<file path="src/rtl/load_store_unit.sv">
// Load/store unit: turns byte/halfword/word requests into one-byte-per-cycle
// accesses on a byte-wide data memory with registered reads (little-endian).
//
// state     | meaning
// ----------+----------------------------------------------------------
// IDLE      | waiting for Req; illegal requests pulse Err
// LOAD      | issuing load addresses, capturing bytes two edges later
// LOAD_LAST | last address issued; capture final byte, update RdData
// STORE     | driving one write byte per cycle
module load_store_unit #(
  parameter int AW = 6
) (
  input  logic        Clk,
  input  logic        Reset,
  input  logic        Req,
  input  logic        We,
  input  logic [1:0]  Size,
  input  logic        SignExt,
  input  logic [31:0] Ad,
  input  logic [31:0] WrData,
  output logic        Busy,
  output logic        Done,
  output logic        Err,
  output logic [31:0] RdData,
  output logic [31:0] MemAd,
  output logic [7:0]  MemWrData,
  output logic        MemWr,
  input  logic [7:0]  MemRdData
);

  typedef enum logic [1:0] {IDLE, LOAD, LOAD_LAST, STORE} state_t;

  state_t        state, state_n;
  logic [1:0]    cnt, cnt_n;
  logic [1:0]    sz_q, sz_n;
  logic          se_q, se_n;
  logic [31:0]   wd_q, wd_n;
  logic [31:0]   asm_q, asm_n;
  logic [AW-1:0] ad_q, ad_n;
  logic          busy_n, done_n, err_n, mwr_n;
  logic [31:0]   rd_n;
  logic [7:0]    mwd_n;
  logic [1:0]    last_idx;
  logic [31:0]   word;
  logic          misalign, out_of_range, illegal;

  function automatic logic [31:0] put_byte(input logic [31:0] w,
                                           input logic [1:0]  idx,
                                           input logic [7:0]  b);
    logic [31:0] r;
    r = w;
    case (idx)
      2'd0:    r[7:0]   = b;
      2'd1:    r[15:8]  = b;
      2'd2:    r[23:16] = b;
      default: r[31:24] = b;
    endcase
    return r;
  endfunction

  function automatic logic [31:0] extend(input logic [31:0] w,
                                         input logic [1:0]  sz,
                                         input logic        se);
    logic [31:0] r;
    case (sz)
      2'b00:   r = {{24{se & w[7]}}, w[7:0]};
      2'b01:   r = {{16{se & w[15]}}, w[15:0]};
      default: r = w;
    endcase
    return r;
  endfunction

  assign misalign     = (Size == 2'b01 && Ad[0]) || (Size == 2'b10 && Ad[1:0] != 2'b00);
  assign out_of_range = |Ad[31:AW];
  assign illegal      = (Size == 2'b11) || misalign || out_of_range;

  // Aligned requests never carry past AW bits, so only the low bits are kept.
  assign MemAd = {{(32-AW){1'b0}}, ad_q};

  always_comb begin
    case (sz_q)
      2'b00:   last_idx = 2'd0;
      2'b01:   last_idx = 2'd1;
      default: last_idx = 2'd3;
    endcase
  end

  always_ff @(posedge Clk or posedge Reset) begin
    if (Reset) begin
      state     <= IDLE;
      cnt       <= 2'd0;
      sz_q      <= 2'b00;
      se_q      <= 1'b0;
      wd_q      <= 32'h0;
      asm_q     <= 32'h0;
      ad_q      <= '0;
      Busy      <= 1'b0;
      Done      <= 1'b0;
      Err       <= 1'b0;
      RdData    <= 32'h0;
      MemWrData <= 8'h0;
      MemWr     <= 1'b0;
    end else begin
      state     <= state_n;
      cnt       <= cnt_n;
      sz_q      <= sz_n;
      se_q      <= se_n;
      wd_q      <= wd_n;
      asm_q     <= asm_n;
      ad_q      <= ad_n;
      Busy      <= busy_n;
      Done      <= done_n;
      Err       <= err_n;
      RdData    <= rd_n;
      MemWrData <= mwd_n;
      MemWr     <= mwr_n;
    end
  end

  always_comb begin
    state_n = state;
    cnt_n   = cnt;
    sz_n    = sz_q;
    se_n    = se_q;
    wd_n    = wd_q;
    asm_n   = asm_q;
    ad_n    = ad_q;
    busy_n  = Busy;
    done_n  = 1'b0;
    err_n   = 1'b0;
    rd_n    = RdData;
    mwd_n   = 8'h0;
    mwr_n   = 1'b0;
    word    = asm_q;

    case (state)
      IDLE: begin
        busy_n = 1'b0;
        if (Req) begin
          if (illegal) begin
            err_n = 1'b1;
          end else begin
            sz_n   = Size;
            se_n   = SignExt;
            cnt_n  = 2'd0;
            ad_n   = Ad[AW-1:0];
            busy_n = 1'b1;
            if (We) begin
              mwr_n   = 1'b1;
              mwd_n   = WrData[7:0];
              wd_n    = {8'h00, WrData[31:8]};
              state_n = STORE;
            end else begin
              state_n = LOAD;
            end
          end
        end
      end

      LOAD: begin
        // Byte cnt-1 was addressed two edges ago and is on MemRdData now.
        if (cnt != 2'd0)
          asm_n = put_byte(asm_q, cnt - 2'd1, MemRdData);
        if (cnt == last_idx) begin
          state_n = LOAD_LAST;
        end else begin
          cnt_n = cnt + 2'd1;
          ad_n  = ad_q + AW'(1);
        end
      end

      LOAD_LAST: begin
        word    = put_byte(asm_q, cnt, MemRdData);
        asm_n   = word;
        rd_n    = extend(word, sz_q, se_q);
        done_n  = 1'b1;
        busy_n  = 1'b0;
        state_n = IDLE;
      end

      STORE: begin
        if (cnt == last_idx) begin
          done_n  = 1'b1;
          busy_n  = 1'b0;
          state_n = IDLE;
        end else begin
          cnt_n = cnt + 2'd1;
          ad_n  = ad_q + AW'(1);
          mwr_n = 1'b1;
          mwd_n = wd_q[7:0];
          wd_n  = {8'h00, wd_q[31:8]};
        end
      end

      default: state_n = IDLE;
    endcase
  end

endmodule

</file>
<file path="config.mk">
export PLATFORM = sky130hd
export DESIGN_NAME = load_store_unit
export DESIGN_NICKNAME = d
export VERILOG_FILES = /design/src/rtl/load_store_unit.sv
export SDC_FILE = /design/constraint.sdc
export NUM_CORES = 1
export LEC_CHECK = 0
export ABC_AREA = 1
export CELL_PAD_IN_SITES_DETAIL_PLACEMENT = 1
export CELL_PAD_IN_SITES_GLOBAL_PLACEMENT = 1
export CORE_ASPECT_RATIO = 1.5
export CORE_MARGIN = 5
export CORE_UTILIZATION = 30
export CTS_CLUSTER_SIZE = 12
export DETAILED_ROUTE_END_ITERATION = 7
export PLACE_DENSITY_LB_ADDON = 0.1
export SYNTH_ARGS = -nofsm -noshare
export SYNTH_HDL_FRONTEND = slang
export SYNTH_SLANG_ARGS = --single-unit
</file>
<file path="constraint.sdc">
create_clock -name Clk -period 4.6 [get_ports Clk]
set_input_delay 0.46 -clock Clk [delete_from_list [all_inputs] [get_ports Clk]]
set_output_delay 0.46 -clock Clk [all_outputs]
set_load 0.05 [all_outputs]
</file>
Yosys cells after proc, flatten, opt, wreduce, memory -nomap -nowiden
Index checks and enable logic that the tools add are counted.
{ "op_classes": {"addsub": 3, "n_eq_ne": 24, "muxes": 52, "bitwise": 3, "reduce_logical": 28} }
{ "op_table": {"columns": ["cell", "n"], "rows": [
  ["$pmux W32 S2", 3],
  ["$mux W32", 5],
  ["$mux W8", 14],
  ["$reduce_or A26 Y1", 1],
  ["$mux W6", 3],
  ["$ne A2 B2 Y1 const B", 9],
  ["$mux W2", 8],
  ["$pmux W8 S2", 1],
  ["$reduce_and A3 Y1", 5],
  ["$eq A2 B2 Y1 const B", 6],
  ["$pmux W6 S2", 1],
  ["$mux W1", 11],
  ["$eq A2 B1 Y1 const B", 5],
  ["$reduce_bool A2 Y1", 5],
  ["$logic_not A2 Y1", 4],
  ["$pmux W2 S2", 2],
  ["$pmux W2 S4", 1],
  ["$reduce_and A4 Y1", 2],
  ["$add A6 B1 Y6 const B", 1],
  ["$ne A2 B1 Y1 const B", 3],
  ["$reduce_or A3 Y1", 2],
  ["$reduce_and A5 Y1", 1],
  ["$pmux W1 S2", 2],
  ["$logic_or A1 B1 Y1", 3],
  ["other kinds (10)", 12]
]} }
{ "totals": {"reg_bits": 121, "out_inout_bits": 76, "word_cells": 126} }

Depth between registers and ports, before layout
{ "logic_depth": {"ltp_word": 8, "depth_mapped": 11} }

Worst setup path before layout
No wires, ideal clock.
{ "synth_path": {"kind": "reg2reg", "start": "register state[0]", "end": "register wd_q[16]", "setup_time_ns": 0.116, "arrival_time_ns": 1.643, "path_slack_ns": 2.840, "stages_incl_launch_ff": 11, "path_buffers": 2, "cell_sequence": "dfrtp_1 > inv_1 > ha_1 > buf_1 > a21oi_1 > nand2_1 > inv_2 > nand3_4 > buf_4 > nand2_1 > nand2_1"} }
{ "synth_via": {"elab_chain_cells": 3} }
{ "synth_rtl": {"columns": ["item", "line", "source"], "rows": [
  ["from (decl)", "33", "state_t state, state_n;"],
  ["from (signal assigned)", "104", "state <= state_n;"],
  ["$eq A2 B2 Y1 / $logic_not A2 Y1 (equally long branches)", "136", "case (state)"],
  ["$ne A2 B2 Y1 (no line) / $reduce_bool A2 Y1 (equally long branches)", null, null],
  ["$reduce_and A5 Y1 (no line)", null, null],
  ["to (signal assigned)", "108", "wd_q <= wd_n;"],
  ["to (decl)", "37", "logic [31:0] wd_q, wd_n;"]
]} }
Several ways; a longest one is shown, not always the timed one.
A chain may end at the register's enable or synchronous reset.

Worst setup path in the final report
{ "layout_path": {"start": "register state[0]", "end": "register MemWrData[1]"} }
{ "layout_via": {"elab_chain_cells": 2} }
{ "layout_rtl": {"columns": ["item", "line", "source"], "rows": [
  ["$eq A2 B2 Y1 / $logic_not A2 Y1 (equally long branches)", "136", null],
  ["$pmux W8 S2 (*)", "136", null],
  ["net mwd_n[1]", "42", "logic [7:0] mwd_n;"],
  ["to (signal assigned)", "115", "MemWrData <= mwd_n;"],
  ["to (decl)", "26", "output logic [7:0] MemWrData,"]
]} }
The timed path passes the listed nets; every way through them passes the cells marked *.

==> impl_metrics.yaml <==
timing:
  timing.final.crit_period_ps: 3045
  rsz0062_at_grt: "no"
  worst_pin_slew_ps: 1027
  skew_ps: 7.775
  layout_setup_ws_ps: 1555
  fmax_mhz: 328.4
  fin_crit_sh_pct: 66.19
  hold_viol_final: 0
  final.setup.tns_ps: 0
  report.final.slew_viol_count: 0
  whs_ps: 471.8
  setup_violations: 0
  maxSlewHeadroom_pct: 31.52
placement:
  post-place-ws_ps: 1455
  dp_hpwl_um: 13850
  globalplace.congestion: 0.8034
  place_inst: 1105
  io_buffers: 128
routing:
  firstDrtPassIters: 4
  vias: 5377
  drtIter0Drc: 269
  drt_wl_total_um: 18570
  wl_per_cell_um: 16.33
  vias_per_cell: 4.729
  final_antenna_net_count: 0
  drc: 0
clocking:
  holdBufCountCts: 0
  clk_pin_slew_ps: 60
  tritoncts: "built"
  cts_resized: 0
  clock_path_buffers: 2
  cts_sinks: 113
  cts_buffers: 17
  insertion_delay_ps: 410
  htreeDepth: 4
  post_cts_buffers: 0
  clockRootBuffer: "clkbuf_16"
layout:
  drive_above_1_share_pct: 5.587
  nFillCells: 2364
  diodes: 0
  area_growth_pct: 32.73
  final_cells: 1137
  final_nets: 953
pwr:
  swShare_pct: 24.11
  netSwitchingPower_mw: 0.6462
  ir_drop_mv: 0.1960
  seq_power_share_pct: 40.9
  leakage_nw: 3.581
  p_clk_share_pct: 50.1
  p_per_area_mw_per_mm2: 339.4
  p_int_mw: 2.034
  p_comb_share_pct: 9.1
  finalPower_mw: 2.680
global_route:
  grt_pass1_wl_um: 30590
  grt_pass1_vias: 5830
  busiest_layer: "met2"
  grt_start_max_net_pins: 60
  grt_overflow: 0
  use_met1_pct: 18.17
  use_met2_pct: 30.51
  grt.total_usage_pct: 16.69
  grt_use_met3_pct: 4.744
  antenna_found_initial: 0
setup_path:
  startpoint_type: "flop"
  r2r_setup_slack_ps: 1560
  criticalPathCategory: "flop to flop"
  r2r_cells: 5
  critPathArrivalTime_ps: 3380
  r2r_end: "MemWrData[1]"
  cp_max_fo: 28
  reg2reg_from: "state[0]"
  cp-end-kind: "flop"
  startpoint: "state[0]"
  required_ps: 4930
synth:
  syn_avg_cell_area_um2: 7.899
  ys_seq_area_share_pct: 47.54
  synth_edf_count: 0
  synth.cell_area_mm2: 0.005948
  ys_async_sr_fraction_pct: 100.0
  yosys_warnings: 0
  ys_types: 32
  syn_inst: 753
  ys_ff_latch: 113
  synthFlopType: "dfrtp_1"
min_path:
  holdPathEnd: "wd_q[8]"
  min_path_type: "flop to flop"
  min_from: "wd_q[8]"
  whs_path_depth: 2
floorplanning:
  core_mm2: 0.01963
  io_pins: 155
  die-area_mm2: 0.02280
  die_x_um: 125.0
  rows: 63
  initial_core_util_pct: 30.31
  die_y_um: 182.5
flow_run:
  cap_viol_max_count: 0
run_status:
  status: "complete, no violations"
==> metal layers <==
layer / vias up / share of wire, %
li1: 2635 / -
met1: 2577 / 39
met2: 131 / 53
met3: 34 / 4.4
met4: 0 / 3.5
met5: - / 0
==> worst max-delay path: stages (launching register included) <==
cell and delay (ps):
dfrtp_1 440, ha_1 870, clkinv_1 770, a21oi_2 590, nand2_1 110, a21oi_1 170
==> cell type report <==
cell class                 instances  area (um^2)  share of cell area, %
inverter                          49        186.4                  2.361
timing repair buffer             131         1316                  16.67
tap                              260        325.3                  4.120
sequential                       113         2828                  35.82
multi-input combinational        552         2641                  33.45
clock buffer                      22        464.2                  5.880
clock inverter                    10        133.9                  1.696
==> layout by cell type, fill, tap and decap left out, types with 3 or more instances in the layout <==
master           netlist  layout
o21ai_0               38      38
bufinv_16              0       3
nand2_1              240     240
o211ai_1              27      27
nand3_1               58      58
clkbuf_16              0      17
inv_2                  4       4
ha_1                  10      10
a21oi_4                3       3
clkinv_2               0       4
inv_1                 43      42
a21oi_1               28      28
nor2_1                70      70
a31oi_1               25      25
conb_1                 1      26
nand4_1               10      10
clkdlybuf4s50_1        0     128
clkbuf_1              17       3
dfrtp_1              113     113
==> worst max-delay path by stage <==
| stage | to | cells after the start |
|---|---|---|
| floorplan | Busy | 1 |
| global placement | MemWrData[7] | 5 |
| detailed placement | MemWrData[1] | 5 |
| CTS | MemWrData[1] | 5 |
| global route | MemWrData[4] | 5 |
| finish | MemWrData[1] | 5 |
==> cell families after synthesis <==
group / synth area share [%]
xor gates and xnor gates: 0.8626
other: 0.06304
and+or+nand+nor: 27.07
buffers and inverters: 9.634
AOI/OAI and AO/OA: 12.73
DFF: 47.54
adders and majority gates: 2.103
==> cells in the mapped netlist, types with 8 or more instances <==
cell | instances | area [um^2]
nand2_1 | 240 | 900.9
dfrtp_1 | 113 | 2828
nor2_1 | 70 | 262.8
nand3_1 | 58 | 290.3
inv_1 | 43 | 161.4
o21ai_0 | 38 | 190.2
buf_4 | 35 | 262.8
a21oi_1 | 28 | 140.1
o211ai_1 | 27 | 202.7
a31oi_1 | 25 | 156.4
clkbuf_1 | 17 | 63.81
ha_1 | 10 | 125.1
nand4_1 | 10 | 62.56
buf_2 | 8 | 40.04
==> metrics by stage <==
step                      instance area (um^2)  util (%)
final                                     7895     40.22
after global routing                      7895     40.22
after CTS                                 7895     40.22
after detailed placement                  7297     37.18
after global placement                    7297     37.18
after floorplan                           6042         -
==> power groups by stage <==
stage | logic, mW | clock network [mW] | registers (mW)
after floorplan | 0.157 | 0 | 1.11
after global placement | 0.242 | 0 | 1.11
after detailed placement | 0.248 | 0 | 1.11
after CTS | 0.248 | 1.37 | 1.10
after global routing | 0.274 | 1.42 | 1.10
final | 0.243 | 1.34 | 1.10
==> sequential cells by signal (all words and copies together) (netlist names) <==
signal,flops
RdData,32
Err,1
ad_q,6
asm_q,32
Done,1
Busy,1
cnt,2
sz_q,2
MemWrData,8
se_q,1
state,2
MemWr,1
wd_q,24
(Power assumes the default switching activity.)
